`src/rtl/sipo_buf_ctrl.sv`:
```
// Sequencing controller for the 64 x 32-bit serial-in/parallel-out capture buffer.
// Optional sticky overflow flag is built when SIPO_CTRL_OVF_EN is defined.
//
// state   | meaning
// --------+-----------------------------------------------
// IDLE    | waiting for start
// CLR     | clear address and shift register, reset counts
// SHIFT   | accepting serial bits into the shift register
// WRITE   | store the packed word, advance the address
// FULL    | capture complete, waiting for start or rd_start
// RCLR    | clear address ahead of readout
// READ    | memory read strobe, advance the address
// RVALID  | word presented on pout, waiting for rd_ready
module sipo_buf_ctrl #(
  parameter int WORDS_MAX = 64
) (
  input  logic       clk,
  input  logic       reset,
  input  logic       start,
  input  logic [6:0] num_words,
  input  logic       sin_valid,
  output logic       sin_ready,
  input  logic       rd_start,
  output logic       pout_valid,
  input  logic       rd_ready,
  input  logic       abort,
  output logic       addrclr,
  output logic       sftregclr,
  output logic       sften,
  output logic       cnten,
  output logic       mem_wen,
  output logic       mem_ren,
  output logic       full,
  output logic       busy,
  output logic [6:0] wr_count,
  output logic       overflow
);

  typedef enum logic [2:0] {
    S_IDLE, S_CLR, S_SHIFT, S_WRITE, S_FULL, S_RCLR, S_READ, S_RVALID
  } state_t;

  state_t     state_q, state_d;
  logic [4:0] bit_cnt_q, bit_cnt_d;
  logic [6:0] num_q, num_d;
  logic [6:0] wr_cnt_q, wr_cnt_d;
  logic [6:0] rd_cnt_q, rd_cnt_d;
  logic       start_acc;
  logic       strobe_en;

  assign start_acc = start & ~abort & ((state_q == S_IDLE) | (state_q == S_FULL));

  always_comb begin
    state_d   = state_q;
    bit_cnt_d = bit_cnt_q;
    num_d     = num_q;
    wr_cnt_d  = wr_cnt_q;
    rd_cnt_d  = rd_cnt_q;
    if (abort) begin
      state_d = S_IDLE;
    end else begin
      case (state_q)
        S_IDLE: if (start) state_d = S_CLR;
        S_CLR: begin
          bit_cnt_d = '0;
          wr_cnt_d  = '0;
          state_d   = S_SHIFT;
        end
        S_SHIFT: begin
          if (sin_valid) begin
            bit_cnt_d = bit_cnt_q + 5'd1;
            if (bit_cnt_q == 5'd31) state_d = S_WRITE;
          end
        end
        S_WRITE: begin
          wr_cnt_d = wr_cnt_q + 7'd1;
          state_d  = (wr_cnt_d == num_q) ? S_FULL : S_SHIFT;
        end
        S_FULL: begin
          if (start)         state_d = S_CLR;
          else if (rd_start) state_d = S_RCLR;
        end
        S_RCLR: begin
          rd_cnt_d = '0;
          state_d  = S_READ;
        end
        S_READ: state_d = S_RVALID;
        S_RVALID: begin
          if (rd_ready) begin
            rd_cnt_d = rd_cnt_q + 7'd1;
            state_d  = (rd_cnt_d == wr_cnt_q) ? S_FULL : S_READ;
          end
        end
        default: state_d = S_IDLE;
      endcase
      // a count of zero requests the full buffer depth
      if (start_acc) num_d = (num_words == 7'd0) ? 7'(WORDS_MAX) : num_words;
    end
  end

  always_ff @(posedge clk) begin
    if (reset) begin
      state_q   <= S_IDLE;
      bit_cnt_q <= '0;
      num_q     <= '0;
      wr_cnt_q  <= '0;
      rd_cnt_q  <= '0;
    end else begin
      state_q   <= state_d;
      bit_cnt_q <= bit_cnt_d;
      num_q     <= num_d;
      wr_cnt_q  <= wr_cnt_d;
      rd_cnt_q  <= rd_cnt_d;
    end
  end

  // abort silences every datapath strobe in the cycle it is seen
  assign strobe_en = ~abort;

  assign addrclr   = strobe_en & ((state_q == S_CLR) | (state_q == S_RCLR));
  assign sftregclr = strobe_en & ((state_q == S_CLR) | (state_q == S_WRITE));
  assign sften     = strobe_en & (state_q == S_SHIFT) & sin_valid;
  assign cnten     = strobe_en & ((state_q == S_WRITE) | (state_q == S_READ));
  assign mem_wen   = strobe_en & (state_q == S_WRITE);
  assign mem_ren   = strobe_en & (state_q == S_READ);

  assign sin_ready  = (state_q == S_SHIFT);
  assign pout_valid = (state_q == S_RVALID);
  assign full       = (state_q == S_FULL) | (state_q == S_RCLR) |
                      (state_q == S_READ) | (state_q == S_RVALID);
  assign busy       = (state_q != S_IDLE) & (state_q != S_FULL);
  assign wr_count   = wr_cnt_q;

`ifdef SIPO_CTRL_OVF_EN
  logic ovf_q, ovf_d;

  always_comb begin
    ovf_d = ovf_q;
    if (start_acc) begin
      ovf_d = 1'b0;
    end else if (sin_valid && ((state_q == S_FULL) || (state_q == S_RCLR) ||
                               (state_q == S_READ) || (state_q == S_RVALID))) begin
      ovf_d = 1'b1;
    end
  end

  always_ff @(posedge clk) begin
    if (reset) ovf_q <= 1'b0;
    else       ovf_q <= ovf_d;
  end

  assign overflow = ovf_q;
`else
  assign overflow = 1'b0;
`endif

endmodule

```
`config.mk`:
```
export PLATFORM = sky130hd
export DESIGN_NAME = sipo_buf_ctrl
export DESIGN_NICKNAME = d
export VERILOG_FILES = /design/src/rtl/sipo_buf_ctrl.sv
export SDC_FILE = /design/constraint.sdc
export NUM_CORES = 1
export LEC_CHECK = 0
export BUFFER_PORTS_ARGS = -buffer_cell sky130_fd_sc_hd__buf_4
export CAP_MARGIN = 20
export CORE_MARGIN = 4
export CORE_UTILIZATION = 45
export DETAILED_ROUTE_END_ITERATION = 6
export PLACE_DENSITY_LB_ADDON = 0.12
export SLEW_MARGIN = 20
export SYNTH_ARGS = -nofsm -noshare
export SYNTH_HDL_FRONTEND = slang
export SYNTH_SLANG_ARGS = --single-unit
```
`constraint.sdc`:
```
create_clock -name clk -period 2.8 [get_ports clk]
set_clock_uncertainty 0.15 [all_clocks]
set_input_delay 0.56 -clock clk [delete_from_list [all_inputs] [get_ports clk]]
set_output_delay 0.56 -clock clk [all_outputs]
set_load 0.03 [all_outputs]
```
### Yosys cells after proc, flatten, opt, wreduce, memory -nomap -nowiden

Cells that the tools add are included.

* bits in registers: 29
* logic and storage cells: 69

* reduce and logical (&&, ||, !) cells: 12
* multiplexer cells: 15
* bitwise logic cells: 18
* equal/unequal tests: 16
* add/sub/neg operators: 3

Operator list (number)
* case mux 7 bit (2 select lines): 2
* case mux 3 bit (8 select lines): 1
* two-way mux 3 bit: 7
* adder 7 x 1 -> 7 bit (second input constant): 2
* equality test 7 bit: 2
* two-way mux 7 bit: 2
* equality test 3 bit (second input constant): 4
* bitwise AND 1 bit: 10
* case mux 5 bit (2 select lines): 1
* logical NOT 7 bit: 1
* bitwise OR 1 bit: 7
* equality test 3 x 2 -> 1 bit (second input constant): 2
* inequality test 3 bit (second input constant): 2
* AND reduction 3 bit: 2
* nonzero test 2 bit: 3
* adder 5 x 1 -> 5 bit (second input constant): 1
* equality test 5 bit (second input constant): 1
* two-way mux 5 bit: 1
* AND reduction 5 bit: 1
* inequality test 2 x 1 -> 1 bit (second input constant): 2
* inequality test 2 bit (second input constant): 2
* AND reduction 2 bit: 2
* equality test 3 x 1 -> 1 bit (second input constant): 1
* logical NOT 3 bit: 1
* other kinds (4): 4

### Logic depth before layout (Yosys ltp)

* word-level depth: 5
* depth in mapped cells: 8
* gate-level depth less buffers: 8

### Worst setup path before layout

No wires, ideal clock.

* path kind: in2out
* from: input port abort
* to: output port cnten
* setup slack: 118 ps
* required time: 2090 ps
* arrival time: 1972 ps
* stages: 7
* path through: buf_2 -> nor2_1 -> nand2_1 -> inv_1 -> nand2_1 -> inv_1 -> or2_2

* longest elaborated chain between the ends: 2

RTL lines
* start, declared: RTL line 26 `input logic abort,`
* NOT 1 bit (no line)
* bitwise AND 1 bit: RTL line 123 `assign cnten = strobe_en & ((state_q == S_WRITE) | (state_q == S_READ));`
* end, declared: RTL line 30 `output logic cnten,`

Every way passes these cells.

### Worst setup path in the final report

* from: register state_q[2]
* to: output port cnten

* longest elaborated chain between the ends: 3

RTL lines
* start, declared: RTL line 43 `state_t state_q, state_d;`
* start signal, assigned: RTL line 109 `state_q <= state_d;`
* equality test 3 x 2 -> 1 bit or equality test 3 bit (tied branches): RTL line 123
* bitwise OR 1 bit (*): RTL line 123
* bitwise AND 1 bit (*): RTL line 123

Every way passes the cells marked *; elsewhere a longest branch is shown, timed or not.

==> metrics.md <==
| Metric | Value |
|---|---|
| Status | finished, final reports clean |
| Vias per inst | around 5.6 |
| Slew at the pin closest to its max-slew limit | between 0.5 and 0.6 ns |
| Delay-heaviest family, CP | simple AND/OR/NAND/NOR gates |
| Top-count cell post-synth | nor2_1 |
| Post-synth EDFFs | 0 |
| Diode count | 0 |
| P_leak | roughly 0.87 nW |
| PwrDens | approximately 410 nW/um^2 |
| DR vias | 1754 |
| Rel. slew slack | roughly 66% |
| Metal2 WL | between 2000 and 2500 um |
| Min-Delay Path Class | reg -> reg |
| Synth cell types | 53 |
| Synth Flop Type | dfxtp_1 |
| Leading area contributor after synthesis | dfxtp_1 |
| Placed cell areas | between 2000 and 2500 um^2 |
| First-pass GRT wire length | between 7000 and 8000 um |
| Clk sinks | 29 |
| Power Total | 0.000897 W |
| DR WL/cell | 14.0 um |
| Fin area | 2170 um^2 |
| Die height | slightly above 70 um |
| Part of the cycle the worst path needs | 92.2% |
| WL met3 | 223 um |
| Avg Cell Area, Syn | around 7.8 um^2 |
| FP Rows | 23 |
| Worst-skew pair later-pin latency | just under 0.3 ns |
| M1 WL | 1960 um |
| Seq/Total Area, Yosys | between 30% and 40% |
| Worst Setup SP | state_q[2] |
| Largest net degree at the start of global routing | 27 |
| Final hold vios | 0 |
| R2R cell count | 6 |
| Initial antenna violation count | 0 |
| Setup slack, reg-to-reg | a little over 0.6 ns |
| Int Pwr | 0.000678 W |
| Hold Startpoint | bit_cnt_q[4] |
| DRT antenna net count | 0 |
| I/O pin cnt | 32 |
| Post-CTS setup buffer count | 0 |
| Syn. warnings | 0 |
| RePlAce Congestion | about 0.86 |
| Sequential power share | around 48% |
| Grt ovf | 0 |
| Clock slew at reported path FFs | ~0.070 ns |
| Post-route minimum period | 2.58 ns |
| CTS Buf Count | 5 |
| Worst Setup EP | cnten |
| XOR/XNOR Fraction of Synth Area | roughly 9.0% |
| DR top layer | met4 |
| Asr flop ratio synth | 0% |
| Residual DRC | 0 |
| Total net switching power | roughly 0.00022 W |
| Area delta synth->final | 17.5% |
| Startpoint types | flop |
| Clock buffer depth | 2 |
| Vias in the first global route | 1607 |
| H-tree Lvls | 2 |
| Crit-path cells | nor2_1 > nand2_1 > inv_1 > nand2_1 > inv_1 > or2_2 > buf_4 |
| Syn Inst Count | approximately 240 |
| Worst EP required | 2.09 ns |
| CTS tree | yes |
| CP max-delay cell | dfxtp_2 |
| Share of layout cells above drive strength 1 | between 20% and 30% |
| Resized cells post-CTS | 0 |
| Total wire length | 4370 um |
| Post-DP HPWL | roughly 3200 um |
| Mapped Nets | around 250 |
| Largest family of logic cells by synthesized area | simple AND/OR/NAND/NOR gates |
| Synth top area cells | dfxtp_1 (31%), nor2_1 (6.7%), nand2_1 (6.1%), xnor2_1 (5.7%), a21oi_1 (4.3%) |
| Buffers added on ports | 30 |
| Final setup TNS | 0 ns |
| Crit path max fanout | 11 |
| Final core occ | about 54% |
| Endpoint class of the critical path | primary output |
| Max-cap check violation count | 0 |
| Mapped Area | 1850 um^2 |
| Hold_ws | roughly 0.32 ns |
| Multiplexer share of the synthesized area | under 10% |
| CTS Root Cell | clkbuf_8 |
| Slew Limit Fails | 0 |
| Top cell type's share of synthesized area | between 30% and 40% |
| Initial Utilization | a little under half |
| Reg-to-reg critical path startpoint | wr_count[0] |
| Sw Ratio | 24.4% |
| Total Routing Usage GR | ~18% |
| Die area | ~5200 um^2 |
| VDD IR max | 217 uV |
| Clock share of power | approximately 43% |
| Reg-to-Reg End | state_q[2] |
| Final setup vio count | 0 |
| DRT iter0 DRCs | 90 |
| Synth Area in Simple Gates | 31.3% |
| Core area | approximately 4000 um^2 |
| Die width | approximately 72 um |
| RSZ-0062 raised after global routing | false |
| Crit-path max cell delay | between 0.4 and 0.5 ns |
| Gate power share | 9.1% |
| Kind of critical path | reg -> out |
| Adder-Cell Fraction of Synth Area | around 2.7% |
| Final net count | 280 |
| Compound-gate portion of the synthesized area | 15.6% |
| List of most frequent post-synthesis cells | nor2_1 (33), nand2_1 (30), dfxtp_1 (29) |
| WP depth | 7 |
| Post-CTS Hold Buffers | 0 |
| Crit path DAT | ~1.9 ns |
| Pre-antenna DRT Iters | 4 |
| Max Clk Rate | 0.387 GHz |
| Critical path buffer and inverter count | 3 |
| Seq cells post-synth | 29 |
-- stage by stage --
step	setup slack [ns]	instances
6_report	0.218	313
4_1_cts	0.106	313
3_5_place_dp	0.263	305
2_1_floorplan	0.118	236
5_1_grt	0.0648	313
3_3_place_gp	0.300	305
-- per-layer routing --
metal	vias up	GRT usage, %
li1	875	-
met1	821	22.3
met2	49	28.5
met3	9	3.88
met4	0	7.52
met5	-	0
-- layout by cell type (no fill, tap or decap), types with 2 or more instances in the layout --
cell type	instances
nand4_1	2
and3_1	2
nor3_1	10
nand3_1	9
a22oi_1	2
or3_1	2
nor2_1	33
xnor2_1	12
o211ai_1	4
mux2i_1	8
nand2_1	30
or2_2	3
a21o_2	2
dfxtp_1	27
and2b_1	2
nor4_1	3
nand2b_1	2
inv_1	3
nor2b_1	3
a21oi_1	16
o21ai_0	7
xor2_1	7
nand3b_1	3
a21o_1	2
ha_1	4
buf_4	33
clkbuf_8	7
dfxtp_2	2
-- registers in the layout, indices dropped and copies added (netlist names) --
register   flops
wr_count       7
state_q        3
rd_cnt_q       7
bit_cnt_q      5
num_q          7
-- area by class of cell --
type	count	area (um^2)
well taps	50	62.6
inverters	3	11.3
flip-flops and latches	29	583
multi-input cells	190	1170
clock buffers	7	96.3
clock inverters	1	5.00
fillers	407	1830
repair buffers	33	248
-- kinds of logic (layout without fill, tap and decap cells) --
kind of cell / count (synthesis) / in the layout
XOR/XNOR: 19 / 19
AO/OA/AOI/OAI: 44 / 44
adder cells (fa/ha/maj): 4 / 4
buffers and inverters: 17 / 44
other: 1 / 1
multiplexers: 8 / 8
flip-flops: 29 / 29
AND/OR/NAND/NOR: 114 / 114
-- power groups by stage --
stage / registers [W] / logic [W] / clock network [W]
detailed placement: 0.000436 / 0.0000820 / 0
CTS: 0.000427 / 0.0000822 / 0.000397
floorplan: 0.000433 / 0.0000588 / 0
global route: 0.000428 / 0.0000906 / 0.000410
global placement: 0.000436 / 0.0000817 / 0
finish: 0.000427 / 0.0000819 / 0.000388
-- tightest hold or removal path, cell delays in order (launching register included) --
cell and delay [ns]:
dfxtp_1 0.31, nand2_1 0.06, a21oi_1 0.05
-- how the worst min path moves through the flow --
stage / cells past startpoint / slack (ns) / to
after floorplan: 2 / 0.29 / bit_cnt_q[4]
after global placement: 2 / 0.30 / bit_cnt_q[4]
after detailed placement: 2 / 0.31 / bit_cnt_q[4]
after CTS: 2 / 0.32 / bit_cnt_q[4]
after global routing: 2 / 0.35 / bit_cnt_q[4]
final: 2 / 0.32 / bit_cnt_q[4]
No activity file was read; power rests on OpenSTA's default activity.
